## config.mk

```make
export PLATFORM = sky130hd
export DESIGN_NAME = pc_fetch_flat
export DESIGN_NICKNAME = d
export VERILOG_FILES = /design/src/rtl/cpu4_pkg.sv /design/src/rtl/pc_fetch_if.sv /design/src/rtl/pc_fetch_pc_reg.sv /design/src/rtl/pc_fetch.sv /design/src/flat_wrapper.sv
export SDC_FILE = /design/constraint.sdc
export NUM_CORES = 1
export LEC_CHECK = 0
export BUFFER_PORTS_ARGS = -buffer_cell sky130_fd_sc_hd__buf_2
export CORE_MARGIN = 1
export CORE_UTILIZATION = 46
export CTS_BUF_LIST = sky130_fd_sc_hd__clkbuf_2 sky130_fd_sc_hd__clkbuf_4 sky130_fd_sc_hd__clkbuf_8
export DETAILED_ROUTE_END_ITERATION = 6
export GPL_TIMING_DRIVEN = 0
export PLACE_DENSITY_LB_ADDON = 0.25
export SLEW_MARGIN = 20
export SYNTH_ARGS = -nofsm -noshare
export SYNTH_HDL_FRONTEND = slang
export SYNTH_HIERARCHICAL = 1
export SYNTH_SLANG_ARGS = --single-unit
export TNS_END_PERCENT = 100
```

## constraint.sdc

```tcl
create_clock -name clock -period 4.4 [get_ports clock]
set_clock_uncertainty 0.05 [all_clocks]
set_input_delay 0.44 -clock clock [delete_from_list [all_inputs] [get_ports clock]]
set_output_delay 0.44 -clock clock [all_outputs]
set_load 0.02 [all_outputs]
```

## src/rtl/cpu4_pkg.sv

```systemverilog
// ----------------------------------------------------------------------------
// cpu4_pkg
// Shared widths, opcode constants and the fetch-state encoding for the 4-bit
// CPU fetch slice.
//
// Optional feature macro: FETCH_HALT_EN. When it is defined, the fetch FSM
// gains a HALT state. When it is undefined, the HALT state does not exist.
// ----------------------------------------------------------------------------
package cpu4_pkg;

    localparam int PC_W    = 4;
    localparam int INSTR_W = 8;
    localparam int OPC_W   = 4;

    localparam logic [OPC_W-1:0] OPC_HALT = 4'hF;

`ifdef FETCH_HALT_EN
    typedef enum logic [1:0] {
        ST_FETCH = 2'd0,
        ST_HOLD  = 2'd1,
        ST_HALT  = 2'd2
    } fetch_state_t;
`else
    typedef enum logic [1:0] {
        ST_FETCH = 2'd0,
        ST_HOLD  = 2'd1
    } fetch_state_t;
`endif

    // The opcode is the top nibble of the instruction word.
    function automatic logic [OPC_W-1:0] opcode_of(input logic [INSTR_W-1:0] w);
        return w[INSTR_W-1 -: OPC_W];
    endfunction

endpackage

```

## src/rtl/pc_fetch_if.sv

```systemverilog
// ----------------------------------------------------------------------------
// pc_fetch_if
// Instruction-memory read channel between the fetch unit and the memory.
//
//   imem_req  : fetch -> mem, read request
//   imem_addr : fetch -> mem, read address (the current pc)
//   imem_ack  : mem -> fetch, read data valid this cycle
//   imem_data : mem -> fetch, instruction word
//
// Modports:
//   master : the fetch unit
//   slave  : the memory model or memory
// ----------------------------------------------------------------------------
interface pc_fetch_if;
    import cpu4_pkg::*;

    logic               imem_req;
    logic [PC_W-1:0]    imem_addr;
    logic               imem_ack;
    logic [INSTR_W-1:0] imem_data;

    modport master (
        output imem_req,
        output imem_addr,
        input  imem_ack,
        input  imem_data
    );

    modport slave (
        input  imem_req,
        input  imem_addr,
        output imem_ack,
        output imem_data
    );
endinterface

```

## src/rtl/pc_fetch_pc_reg.sv

```systemverilog
// ----------------------------------------------------------------------------
// pc_reg
// Holds the 4-bit program counter.
//
//   clock     : system clock (rising edge)
//   reset_n   : asynchronous active-low reset, forces pc to 0
//   i_load    : load i_load_pc (takes priority over i_inc)
//   i_load_pc : redirect target
//   i_inc     : advance pc by one, modulo 16
//   o_pc      : current pc
//   o_next_pc : pc + 1 modulo 16, combinational
// ----------------------------------------------------------------------------
module pc_reg
    import cpu4_pkg::*;
(
    input  logic            clock,
    input  logic            reset_n,
    input  logic            i_load,
    input  logic [PC_W-1:0] i_load_pc,
    input  logic            i_inc,
    output logic [PC_W-1:0] o_pc,
    output logic [PC_W-1:0] o_next_pc
);

    logic [PC_W-1:0] r_pc;
    logic [PC_W-1:0] w_pc_plus1;

    // Natural 4-bit overflow gives the 15 -> 0 wrap.
    assign w_pc_plus1 = r_pc + 1'b1;

    always_ff @(posedge clock or negedge reset_n) begin
        if (!reset_n) begin
            r_pc <= '0;
        end else if (i_load) begin
            r_pc <= i_load_pc;
        end else if (i_inc) begin
            r_pc <= w_pc_plus1;
        end
    end

    assign o_pc      = r_pc;
    assign o_next_pc = w_pc_plus1;

endmodule

```

## src/rtl/pc_fetch.sv

```systemverilog
// ----------------------------------------------------------------------------
// pc_fetch
// Instruction fetch stage. It fetches one word from instruction memory and
// presents it to decode. It then holds the word until decode consumes it.
// A jump redirects the pc. A jump always has priority over a memory
// acknowledge and over a stall.
//
// Ports:
//   clock       : system clock (rising edge)
//   reset_n     : asynchronous active-low reset
//   jump        : redirect request
//   branch_pc   : redirect target, sampled when jump=1
//   stall       : decode not ready; holds the presented instruction
//   imem        : instruction-memory channel (pc_fetch_if.master)
//   pc          : current fetch address
//   next_pc     : pc + 1 modulo 16, combinational
//   instr       : instruction register to decode
//   instr_valid : instr holds an unconsumed instruction
//   halted      : fetch stopped on a HALT opcode
//
// Optional feature macro: FETCH_HALT_EN.
//   - Defined: an acknowledged word with opcode 4'hF parks the FSM in HALT
//     until reset.
//   - Undefined: opcode 4'hF is fetched as a normal instruction, and
//     halted is tied to 0.
// ----------------------------------------------------------------------------
module pc_fetch
    import cpu4_pkg::*;
(
    input  logic               clock,
    input  logic               reset_n,
    input  logic               jump,
    input  logic [PC_W-1:0]    branch_pc,
    input  logic               stall,
    pc_fetch_if.master         imem,
    output logic [PC_W-1:0]    pc,
    output logic [PC_W-1:0]    next_pc,
    output logic [INSTR_W-1:0] instr,
    output logic               instr_valid,
    output logic               halted
);

    fetch_state_t       r_state;
    fetch_state_t       w_state_next;
    logic [INSTR_W-1:0] r_instr;
    logic               w_pc_load;
    logic               w_pc_inc;
    logic               w_instr_load;
    logic               w_is_halt;
    logic [PC_W-1:0]    w_pc;
    logic [PC_W-1:0]    w_next_pc;

    pc_reg u_pc_reg (
        .clock     (clock),
        .reset_n   (reset_n),
        .i_load    (w_pc_load),
        .i_load_pc (branch_pc),
        .i_inc     (w_pc_inc),
        .o_pc      (w_pc),
        .o_next_pc (w_next_pc)
    );

`ifdef FETCH_HALT_EN
    assign w_is_halt = (opcode_of(imem.imem_data) == OPC_HALT);
`else
    assign w_is_halt = 1'b0;
`endif

    always_ff @(posedge clock or negedge reset_n) begin
        if (!reset_n) begin
            r_state <= ST_FETCH;
        end else begin
            r_state <= w_state_next;
        end
    end

    always_comb begin
        w_state_next = r_state;
        w_pc_load    = 1'b0;
        w_pc_inc     = 1'b0;
        w_instr_load = 1'b0;
        case (r_state)
            ST_FETCH: begin
                // A jump wins over an ack in the same cycle. The acked
                // word is dropped, and fetch restarts at the target.
                if (jump) begin
                    w_pc_load = 1'b1;
                end else if (imem.imem_ack) begin
                    if (w_is_halt) begin
`ifdef FETCH_HALT_EN
                        // pc and instr stay frozen at the HALT word's address.
                        w_state_next = ST_HALT;
`endif
                    end else begin
                        w_instr_load = 1'b1;
                        w_pc_inc     = 1'b1;
                        w_state_next = ST_HOLD;
                    end
                end
            end
            ST_HOLD: begin
                if (jump) begin
                    w_pc_load    = 1'b1;
                    w_state_next = ST_FETCH;
                end else if (!stall) begin
                    w_state_next = ST_FETCH;
                end
            end
`ifdef FETCH_HALT_EN
            ST_HALT: begin
                w_state_next = ST_HALT;
            end
`endif
            default: begin
                w_state_next = ST_FETCH;
            end
        endcase
    end

    // instr keeps its last value after it is consumed; only reset clears it.
    always_ff @(posedge clock or negedge reset_n) begin
        if (!reset_n) begin
            r_instr <= '0;
        end else if (w_instr_load) begin
            r_instr <= imem.imem_data;
        end
    end

    assign imem.imem_req  = (r_state == ST_FETCH);
    assign imem.imem_addr = w_pc;

    assign pc          = w_pc;
    assign next_pc     = w_next_pc;
    assign instr       = r_instr;
    // The instruction is valid exactly while it is parked in HOLD.
    assign instr_valid = (r_state == ST_HOLD);

`ifdef FETCH_HALT_EN
    assign halted = (r_state == ST_HALT);
`else
    assign halted = 1'b0;
`endif

endmodule

```

## src/flat_wrapper.sv

```systemverilog
// flat-port wrapper written by rule: the top's interface ports become plain ports
module pc_fetch_flat import cpu4_pkg::*;
  (clock, reset_n, jump, branch_pc, stall, pc, next_pc, instr, instr_valid, halted, imem_imem_req, imem_imem_addr, imem_imem_ack, imem_imem_data);
  pc_fetch_if imem_i ();
  input  logic clock;
  input  logic reset_n;
  input  logic jump;
  input  logic [PC_W-1:0] branch_pc;
  input  logic stall;
  output logic [PC_W-1:0] pc;
  output logic [PC_W-1:0] next_pc;
  output logic [INSTR_W-1:0] instr;
  output logic instr_valid;
  output logic halted;
  output wire logic [$bits(imem_i.imem_req)-1:0] imem_imem_req;
  output wire logic [$bits(imem_i.imem_addr)-1:0] imem_imem_addr;
  input wire logic [$bits(imem_i.imem_ack)-1:0] imem_imem_ack;
  input wire logic [$bits(imem_i.imem_data)-1:0] imem_imem_data;
  assign imem_imem_req = imem_i.imem_req;
  assign imem_imem_addr = imem_i.imem_addr;
  assign imem_i.imem_ack = imem_imem_ack;
  assign imem_i.imem_data = imem_imem_data;
  pc_fetch u_core (.clock(clock), .reset_n(reset_n), .jump(jump), .branch_pc(branch_pc), .stall(stall), .imem(imem_i), .pc(pc), .next_pc(next_pc), .instr(instr), .instr_valid(instr_valid), .halted(halted));
endmodule
```

==> out/metrics.cfg <==
[hold_path]
hold_depth=3
hp-class=input pin to flop

[global_route]
grt_first_pass_wirelength_mm=1.842
track_usage_pct=18.57
grt_max_degree=14
grt_use_met3_pct=6.936
grt.met2_usage_pct=31.25
grt_use_met1_pct=21.97
busiest_layer=met2
grt_pass1_vias=456
antenna_found_initial=0
grt_overflow=0

[setup_path]
critPathKind=flop to output pin
critPathBufInv=1
worst_path_max_delay_cell=dfrtp_1
end_kind=output pin
max_stage_delay_ns=0.46
cp.arrival_ns=1.28
crit_chain=ha_1, xor2_1, buf_2
worst_setup_path_start_kind=flop
required_ns=3.91
reg2reg_slack_ns=2.88
critPathMaxFanout=7
path_delay_family=flip-flops
ff2ff_path_depth=5
path_depth=3

[clock_network]
ctsHtreeMaxLevel=1
insertion_delay_ns=0.26
tritoncts=built
cts_resized=0
cts_setup_buffers=0
clk_pin_slew_ns=0.07
root_buffer=clkbuf_4
ctsHoldBuffers=1
cts_sinks=13
clk_path_buf_depth=2
cts_made_buffers=3

[cells_and_area]
final_util_pct=73.21
area_growth_pct=39.92
fillCellCount=88
most-common-layout-cells=buf_2, dfrtp_1, mux2_2, buf_4
drive_gt1_share_pct=62.37
layout_commonest_cell=buf_2
nNetsFinal=112
antenna_cells=0

[detailed_routing]
remaining_drc_errors=0
routed_wl_mm=1.152
drt-pass1-iter-count=4
vias=497
drt_iter0_drc=3
wire_per_inst_microns=10.77
vias_per_cell=4.645
ant_nets=0

[outcome]
status=complete, no violations

[floorplanning]
rows=12
start_util_pct=52.32
die_width_microns=38.73
ioPinCount=40
die-area_sq_um=1500
die_y_microns=38.73
fp.coreArea_sq_um=1186

[yosys]
syn-num-nets=68
synth_simple_gate_area_share_pct=6.855
ys_ff_latch=13
synthAdderAreaFrac_pct=2.016
synth-compound-area-share_pct=2.419
seq_area_frac_synth_pct=52.42
netlist_instances=50
syn_area_sq_um=620.6
avgSynthCellArea_sq_um=12.41
synthMuxAreaShare_pct=19.56
yosysWarnings=6
yosysUniqueCellTypes=16
synth-xor-area-share_pct=7.056
synth_top_family_by_area=multiplexers

[place]
dp_hpwl_microns=843.5
gp_congestion=0.7244
io_buffer_count=38

[power]
vdd_drop_max_uv=301.2
p_leak_nw=0.4533
power_density_nw_per_um2=400.8

[timing]
setup_viol=0
drv_slew=0
fin_crit_sh_pct=40.21
hold_viol_final=0
rsz0062_at_grt=no
fmax_mhz=565.2
layout_min_cycle_time_ns=1.769
tns_ns=0

[run]
max_cap_violations=0

[where the power goes]
part	internal (mW)	leakage, nW	switching (mW)	total [mW]
clock	0.0412	0.0184	0.0334	0.0746
sequential	0.138	0.155	0.0144	0.153
combinational	0.0528	0.280	0.0681	0.121
[through the flow]
step | hold slack (ns) | instances | setup slack [ns] | instance area [sq um] | total power, mW
floorplan | 0.09441 | 50 | 2.789 | 620.6 | 0.2317
global placement | 0.2845 | 102 | 2.743 | 828.3 | 0.2729
detailed placement | 0.2868 | 102 | 2.730 | 828.3 | 0.2757
CTS | 0.3392 | 107 | 2.610 | 868.3 | 0.3530
global route | 0.3303 | 107 | 2.530 | 868.3 | 0.3705
finish | 0.3462 | 107 | 2.631 | 868.3 | 0.3481
[worst paths after layout]
check | end | from
worst max-delay path | next_pc[2] | u_core/u_pc_reg/o_pc[0]$_DFFE_PN0P_
worst min-delay path | u_core/u_pc_reg/o_pc[0]$_DFFE_PN0P_ | branch_pc[0]
worst max register to register | u_core/u_pc_reg/o_pc[3]$_DFFE_PN0P_ | u_core/r_state[0]$_DFFE_PN0P_
worst min register to register | u_core/instr[3]$_DFFE_PN0P_ | u_core/instr[3]$_DFFE_PN0P_
max in group asynchronous | u_core/instr[4]$_DFFE_PN0P_ | reset_n
min in group asynchronous | u_core/u_pc_reg/o_pc[1]$_DFFE_PN0P_ | reset_n
[cell families (layout without fill, tap and decap cells)]
kind of cell               after synthesis  after routing
AOI/OAI and AO/OA                        3              3
xor gates and xnor gates                 5              5
adders and majority gates                1              1
buffers and inverters                    8             51
DFF                                     13             13
muxes                                   11             11
other                                    1              1
and+or+nand+nor                          8              8
[synthesized netlist by cell type]
| cell | instances | share of area [%] |
|---|---|---|
| nand3_1 | 1 | 0.81 |
| xor2_1 | 2 | 2.8 |
| nor2_1 | 1 | 0.60 |
| ha_1 | 1 | 2.0 |
| xnor2_1 | 3 | 4.2 |
| mux2i_1 | 2 | 3.2 |
| nor3b_2 | 1 | 2.0 |
| nand2_1 | 4 | 2.4 |
| o21ai_0 | 3 | 2.4 |
| inv_1 | 2 | 1.2 |
| conb_1 | 1 | 0.60 |
| dfrtp_1 | 13 | 52 |
| nand4_1 | 1 | 1.0 |
| buf_4 | 5 | 6.0 |
| buf_6 | 1 | 1.8 |
| mux2_2 | 9 | 16 |
[flip-flops by register name (all words and copies together) (netlist names)]
name                  count
u_core/instr              8
u_core/r_state            1
u_core/u_pc_reg/o_pc      4
[routing by layer]
layer  up-vias  routed length [microns]
met4         0                        2
li1        251                        -
met2        29                      558
met3         2                      101
met1       215                      490
met5         -                        0
[tightest hold or removal path, cell delays in order]
cell and delay, ns:
buf_2 0.07, nand2_1 0.04, o21ai_0 0.07
[layout make-up]
| class | count | area (sq um) | share of cell area [%] |
|---|---|---|---|
| buffer | 6 | 48.80 | 5.620 |
| timing repair buffer | 39 | 200.2 | 23.05 |
| clock buffer | 4 | 30.03 | 3.458 |
| inverter | 2 | 7.507 | 0.8646 |
| sequential | 13 | 325.3 | 37.46 |
| multi-input combinational | 29 | 239.0 | 27.52 |
| tap | 14 | 17.52 | 2.017 |
No activity file was read; power rests on OpenSTA's default activity.
